--- config.mk ---
export PLATFORM = sky130hd
export DESIGN_NAME = prio_rr_arbiter
export DESIGN_NICKNAME = d
export VERILOG_FILES = /design/src/rtl/prio_rr_arbiter.sv
export SDC_FILE = /design/constraint.sdc
export NUM_CORES = 1
export LEC_CHECK = 0
export CORE_ASPECT_RATIO = 0.8
export CORE_MARGIN = 2
export CORE_UTILIZATION = 44
export CTS_BUF_LIST = sky130_fd_sc_hd__clkbuf_16
export DETAILED_ROUTE_END_ITERATION = 7
export GPL_ROUTABILITY_DRIVEN = 0
export GPL_TIMING_DRIVEN = 0
export PLACE_DENSITY_LB_ADDON = 0.12
export SLEW_MARGIN = 20
export SYNTH_ARGS = -nofsm -noshare
export SYNTH_HDL_FRONTEND = slang
export SYNTH_SLANG_ARGS = --single-unit
--- constraint.sdc ---
create_clock -name clk -period 1.9 [get_ports clk]
set_clock_uncertainty 0.2 [all_clocks]
set_input_delay 0.19 -clock clk [delete_from_list [all_inputs] [get_ports clk]]
set_output_delay 0.19 -clock clk [all_outputs]
set_load 0.02 [all_outputs]
--- src/rtl/prio_rr_arbiter.sv ---
// rtl/prio_rr_arbiter.sv - fixed-priority / round-robin arbiter with hold limit
module prio_rr_arbiter #(
  parameter int N        = 4,
  parameter int MODE     = 0,
  parameter int MAX_HOLD = 16
) (
  input  logic                 clk,
  input  logic                 rst_n,
  input  logic [N-1:0]         req,
  input  logic                 ack,
  output logic [N-1:0]         gnt,
  output logic [$clog2(N)-1:0] gnt_idx,
  output logic                 gnt_valid,
  output logic                 timeout
);

  localparam int IW = $clog2(N);
  localparam int CW = (MAX_HOLD > 0) ? $clog2(MAX_HOLD + 1) : 1;
  // Counter value seen in the last permitted hold cycle; the release fires on that edge.
  localparam logic [CW-1:0] HIT_VAL = CW'((MAX_HOLD > 0) ? MAX_HOLD - 1 : 0);
  localparam logic [CW-1:0] CNT_MAX = '1;

  typedef enum logic {IDLE, BUSY} state_e;

  state_e          state_q, state_d;
  logic [N-1:0]    gnt_q, gnt_d;
  logic [IW-1:0]   idx_q, idx_d;
  logic            valid_q, valid_d;
  logic            tout_q, tout_d;
  logic [IW-1:0]   ptr_q, ptr_d;
  logic [CW-1:0]   cnt_q, cnt_d;

  logic [N-1:0]    cand;
  logic            win_found;
  logic [IW-1:0]   win_idx;
  logic            arb;
  logic            hit;

  // Candidate set: the current holder is excluded from the decision that releases it.
  always_comb begin
    cand = req;
    if (state_q == BUSY) cand[idx_q] = 1'b0;
  end

  // Winner selection: highest index in fixed mode, first at/above ptr (wrapping) in round-robin.
  always_comb begin
    win_found = 1'b0;
    win_idx   = '0;
    if (MODE == 0) begin
      for (int i = 0; i < N; i++) begin
        if (cand[i]) begin
          win_found = 1'b1;
          win_idx   = IW'(i);
        end
      end
    end else begin
      for (int k = N - 1; k >= 0; k--) begin
        int j;
        j = (int'(ptr_q) + k) % N;
        if (cand[j]) begin
          win_found = 1'b1;
          win_idx   = IW'(j);
        end
      end
    end
  end

  // Next-state: decide whether to arbitrate this edge and what the registered outputs become.
  always_comb begin
    state_d = state_q;
    gnt_d   = gnt_q;
    idx_d   = idx_q;
    valid_d = valid_q;
    ptr_d   = ptr_q;
    cnt_d   = cnt_q;
    tout_d  = 1'b0;
    arb     = 1'b0;
    hit     = (MAX_HOLD != 0) && (cnt_q == HIT_VAL);

    if (state_q == IDLE) begin
      arb = 1'b1;
    end else if (ack || !req[idx_q] || hit) begin
      arb    = 1'b1;
      tout_d = hit && !ack;
    end else if (cnt_q != CNT_MAX) begin
      cnt_d = cnt_q + 1'b1;
    end

    if (arb) begin
      cnt_d = '0;
      if (win_found) begin
        state_d = BUSY;
        gnt_d   = {{(N-1){1'b0}}, 1'b1} << win_idx;
        idx_d   = win_idx;
        valid_d = 1'b1;
        ptr_d   = (win_idx == IW'(N - 1)) ? '0 : win_idx + 1'b1;
      end else begin
        state_d = IDLE;
        gnt_d   = '0;
        idx_d   = '0;
        valid_d = 1'b0;
      end
    end
  end

  // State and output registers; reset drops any grant immediately.
  always_ff @(posedge clk or negedge rst_n) begin
    if (!rst_n) begin
      state_q <= IDLE;
      gnt_q   <= '0;
      idx_q   <= '0;
      valid_q <= 1'b0;
      tout_q  <= 1'b0;
      ptr_q   <= '0;
      cnt_q   <= '0;
    end else begin
      state_q <= state_d;
      gnt_q   <= gnt_d;
      idx_q   <= idx_d;
      valid_q <= valid_d;
      tout_q  <= tout_d;
      ptr_q   <= ptr_d;
      cnt_q   <= cnt_d;
    end
  end

  assign gnt       = gnt_q;
  assign gnt_idx   = idx_q;
  assign gnt_valid = valid_q;
  assign timeout   = tout_q;

endmodule

# Word level (Yosys, flattened, before mapping)
# Index checks and enable logic that the tools add are counted.
[classes]
bitwise_logic = 2
n_reduce_logical = 9
magnitude_cmp = 2
mux = 23
shift = 1
add_sub_neg = 1
n_eq_ne = 3
[ops]
columns = ["op", "n"]
rows = [
  ["2-to-1 mux 5 bit", 4],
  ["2-to-1 mux 1 bit", 12],
  ["2-to-1 mux 4 bit", 2],
  ["2-to-1 mux 2 bit", 3],
  ["adder 5 x 1 -> 5 bit (second input constant)", 1],
  ["== test 5 x 4 -> 1 bit (second input constant)", 1],
  ["inequality test 5 bit (second input constant)", 1],
  ["AND 4 bit", 1],
  ["inverter 4 bit", 1],
  ["nonzero test 2 bit", 2],
  ["left shift 1 x 2 -> 4 bit (first input constant)", 1],
  ["less-than comparator 2 x 3 -> 1 bit (second input constant)", 1],
  ["AND reduction 3 bit", 1],
  ["binary-select mux 1 bit (select 2 bit)", 1],
  ["demux 1 bit (select 2 bit)", 1],
  [">= comparator 2 x 1 -> 1 bit (second input constant)", 1],
  ["logical AND 1 bit", 2],
  ["zero test 1 bit", 2],
  ["logical OR 1 bit", 2],
  ["inequality test 2 bit (second input constant)", 1],
]
[word_totals]
output_inout_bits = 8
in_bits = 7
elab_cells = 46
reg_bits = 13

# Logic depth before layout (Yosys ltp)
[logic_depth]
ltp_word = 12
mapped_depth = 8
depth_no_buf = 7

# Worst setup path before layout
# OpenSTA, ideal clock, no wires.
[synth_timing]
path_kind = "flip-flop to flip-flop"
start = "register cnt_q[0]"
end = "register gnt_q[0] (netlist: gnt[0])"
stages_incl_launch_ff = 7
path_slack_ns = -0.127
path_buffers = 0
synth_period_minus_slack_ns = 2.027
arrival_ns = 1.702
required_time_ns = 1.575
setup_ns = 0.125
path_cell_list = "dfrtp_1 -> ha_1 -> and3_1 -> ha_1 -> nor3b_1 -> nand2_4 -> mux2_2"
[synth_between]
elab_chain_cells = 4
[synth_lines]
columns = ["element", "line", "source"]
rows = [
  ["start, declared", "31", "logic [CW-1:0] cnt_q, cnt_d;"],
  ["start signal, assigned", "123", "cnt_q <= cnt_d;"],
  ["== test 5 x 4 -> 1 bit", "78", "hit = (MAX_HOLD != 0) && (cnt_q == HIT_VAL);"],
  ["logical OR 1 bit", "82", "end else if (ack || !req[idx_q] || hit) begin"],
  ["2-to-1 mux 1 bit", "82", ""],
  ["2-to-1 mux 1 bit", "80", "if (state_q == IDLE) begin"],
  ["end signal, assigned", "118", "gnt_q <= gnt_d;"],
  ["end, declared", "26", "logic [N-1:0] gnt_q, gnt_d;"],
]
# Every way passes these cells.
# A chain may end at the register's enable or synchronous reset.

# Worst setup path after layout
[layout_timing]
start = "register cnt_q[0]"
end = "register gnt_q[1] (netlist: gnt[1])"
# The elaborated chain is that of the path after synthesis.

==> summary.txt <==
Final layout
  • Fin nets: roughly 110
  • Core Util, Final: 68.7%
  • Fin area: 1090 um2
  • Antenna diode count: 0
  • Fill count: approximately 130
  • Area grow syn2layout: 48.3%
  • Multi-input logic area: 434 um2
  • Sequential Area: 325 um2
  • Finished Layout Cells: 117
  • Layout cells sized above 1: 27.4%

STA
  • Fmax: between 500 and 600 MHz
  • Worst slew margin: between 50% and 60%
  • Tcrit/Tclk final: 101%
  • Final Hold Fails: 0
  • Hold_ws: between 0.02 and 0.03 ns
  • Final setup vio count: 3
  • Final WS setup: -0.0243 ns
  • RSZ-0062 raised after global routing: true
  • Final Max Slew Viols: 0
  • Min Tclk post-route: 1.92 ns
  • Worst-Margin Slew: 0.601 ns

Clocking
  • TritonCTS Sinks: 13
  • Clock root buffer: clkbuf_16
  • Clk slew on worst S/H paths: 0.04 ns
  • Hold buffers post-CTS: 0
  • Num CTS Buffers: 3
  • Clk_lat worst skew: 0.24 ns
  • H-tree Lvls: 1
  • CTS max path bufs: 2
  • CTS tree: done

Synthesis
  • Post-synth top area share: 44.1%
  • Sequential share of the synthesized area: 44.1%
  • Synth area leaders: dfrtp_1, ha_1, nor2_1, mux2_2, mux4_2
  • Mapped Cells: 73
  • Synth area leader: dfrtp_1
  • Post-Syn Area: 738 um2
  • Syn. warnings: 0
  • Unique masters post-synth: 29
  • Post-synth net total: 83
  • Number of synthesized register bits: 13
  • Synth Area per Inst: 10.1 um2

Setup path
  • Startpoint type of the worst setup path: register
  • Worst-path fanout max: 7
  • Crit path kind: register to register
  • Worst Setup End Kind: register
  • Critical path arrival: 1.84 ns
  • Required time worst endpoint: 1.82 ns

Routing
  • Drt wl/cell: 14.6 um
  • Routed Antenna Nets: 0
  • Final wirelength: between 1.5 and 2 mm
  • Drt first pass iters: 4
  • Detailed-route DRC error count: 0
  • Drt via density: 5.31
  • Initial detailed-routing violation count: 21
  • Vias: 621

GRT
  • Pin count of the biggest net entering global routing: 14
  • Global-route wire length before repair: 2.79 mm
  • Residual overflow from global routing: 0
  • Vias in the first global route: 580
  • GR Util All Layers: between 15 and 20%
  • Initial antenna violation count: 0

Floorplanning
  • Die W: roughly 50 um
  • Core Rows: 13
  • IO Pins: 15
  • Core box area: 1590 um2
  • DIE HEIGHT: 40.6 um
  • Initial core utilization: between 40% and 50%
  • Die ar.: 2020 um2

Status
  • Status: complete, but fails checks
  • Violations in the final reports: negative setup slack

Power and ir drop
  • Pwr dens: 1380 nW/um2
  • P_int: ~980 uW
  • P_sw: between 500 and 600 uW
  • Logic pwr share: a little under half
  • Peak supply drop: 1110 uV
  • Clock power share: 25.6%
  • LEAKAGE: 0.000490 uW
  • Reg power frac: between 20 and 30%
  • Switching fraction of total power: 35.2%

Placed design
  • Place WS: -0.162 ns
  • I/O Buffers: 13
  • Dpl hpwl: 1.07 mm
  • Placed cell count: between 100 and 150
  • Placed cell areas: 901 um2

Run
  • Max-cap viol count: 0

Min path
  • Worst min path class: input pin to register
==> power by group through the flow <==
stage / registers, uW / logic (uW) / clock network (uW)
floorplan: 500 / 278 / 0
global placement: 437 / 543 / 0
detailed placement: 438 / 545 / 0
CTS: 432 / 625 / 396
global route: 445 / 746 / 410
finish: 434 / 687 / 386
==> sequential cells by signal (all words and copies together), names as in the netlist <==
name and count:
cnt_q 5, timeout 1, gnt 4, gnt_valid 1
gnt_idx 2
==> synthesized netlist by cell type <==
cell and n:
a21boi_0 2, a21oi_1 4, a31oi_1 1, and3_1 1, buf_6 1, buf_8 1, dfrtp_1 13, ha_1 3
inv_1 4, mux2_2 2, mux2i_1 2, mux4_2 1, nand2_1 5, nand2_4 1, nand2b_1 1, nand3_1 3
nand4b_1 1, nor2_1 10, nor2b_1 3, nor3_1 1, nor3b_1 2, o211ai_1 1, o211ai_2 1, o21ai_0 3
o21bai_1 1, o221ai_1 1, o31ai_1 1, xnor2_1 1, xor2_1 2
==> worst max-delay path, stage by stage, from the launching register on <==
cell     delay [ns]
dfrtp_1        0.39
ha_2           0.19
and3_4         0.20
ha_4           0.17
nor3b_4        0.23
nand2_4        0.14
mux2_2         0.29
==> what timing repair did <==
item                                    in CTS  in global routing
gates cloned                                 1                  0
buffers inserted                             3                  1
gates resized for setup                      7                 10
endpoints found under the setup margin      12                 11
pin swaps                                    3                  6
==> path summary, 6_finish.rpt <==
check | from | end | slack (ns) | cells past startpoint
max in group asynchronous | rst_n | gnt[1] | 0.97 | 1
worst max-delay path | cnt_q[0] | gnt[1] | -0.02 | 6
worst min-delay path | req[3] | gnt[3] | 0.03 | 3
min in group asynchronous | rst_n | cnt_q[2] | 0.13 | 1
worst min register to register | gnt[1] | gnt[1] | 0.31 | 1
worst max register to register | cnt_q[0] | gnt[1] | -0.02 | 6
==> kinds of logic (layout without fill, tap and decap cells) <==
logic type	after synthesis	after routing	share of synthesized area [%]
AO/OA/AOI/OAI	15	15	13.6
AND/OR/NAND/NOR	28	28	19.3
XOR/XNOR	3	3	3.56
multiplexers	5	5	8.81
buffers and inverters	6	28	5.59
flip-flops	13	13	44.1
adder cells (fa/ha/maj)	3	3	5.09
==> layer usage <==
layer	vias to the layer above	GRT usage [%]	routed length, um
met4	0	5.56	0
met5	-	0	0
met3	0	8.03	121
met1	305	23.9	785
li1	298	-	-
met2	18	34.0	803
==> area by class of cell <==
cell class | count | area share [%]
multi-input cells | 54 | 39.7
clock buffers | 3 | 6.86
inverters | 4 | 1.37
well taps | 22 | 2.51
flip-flops and latches | 13 | 29.7
repair buffers | 18 | 17.1
plain buffers | 2 | 2.40
clock inverters | 1 | 0.343
==> metrics by stage <==
step	setup TNS (ns)	power, uW
floorplan	0	778
global placement	-0.877	980
detailed placement	-1.00	983
CTS	-0.0780	1450
global route	-0.443	1600
finish	-0.0641	1510
==> cell usage in the layout (no fill, tap or decap), drive strengths merged <==
master and instances:
dfrtp 13, clkdlybuf4s50 13, nor2 10, buf 7, nand2 6, inv 5, a21oi 4, nor2b 3
nand3 3, clkbuf 3, o21ai 3, ha 3, a21boi 2, xor2 2, mux2i 2, mux2 2
nor3b 2, o211ai 2, and3 1, mux4 1, nand2b 1, o221ai 1, nand4b 1, xnor2 1
o21bai 1, nor3 1, a31oi 1, o31ai 1
(Power assumes the default switching activity.)
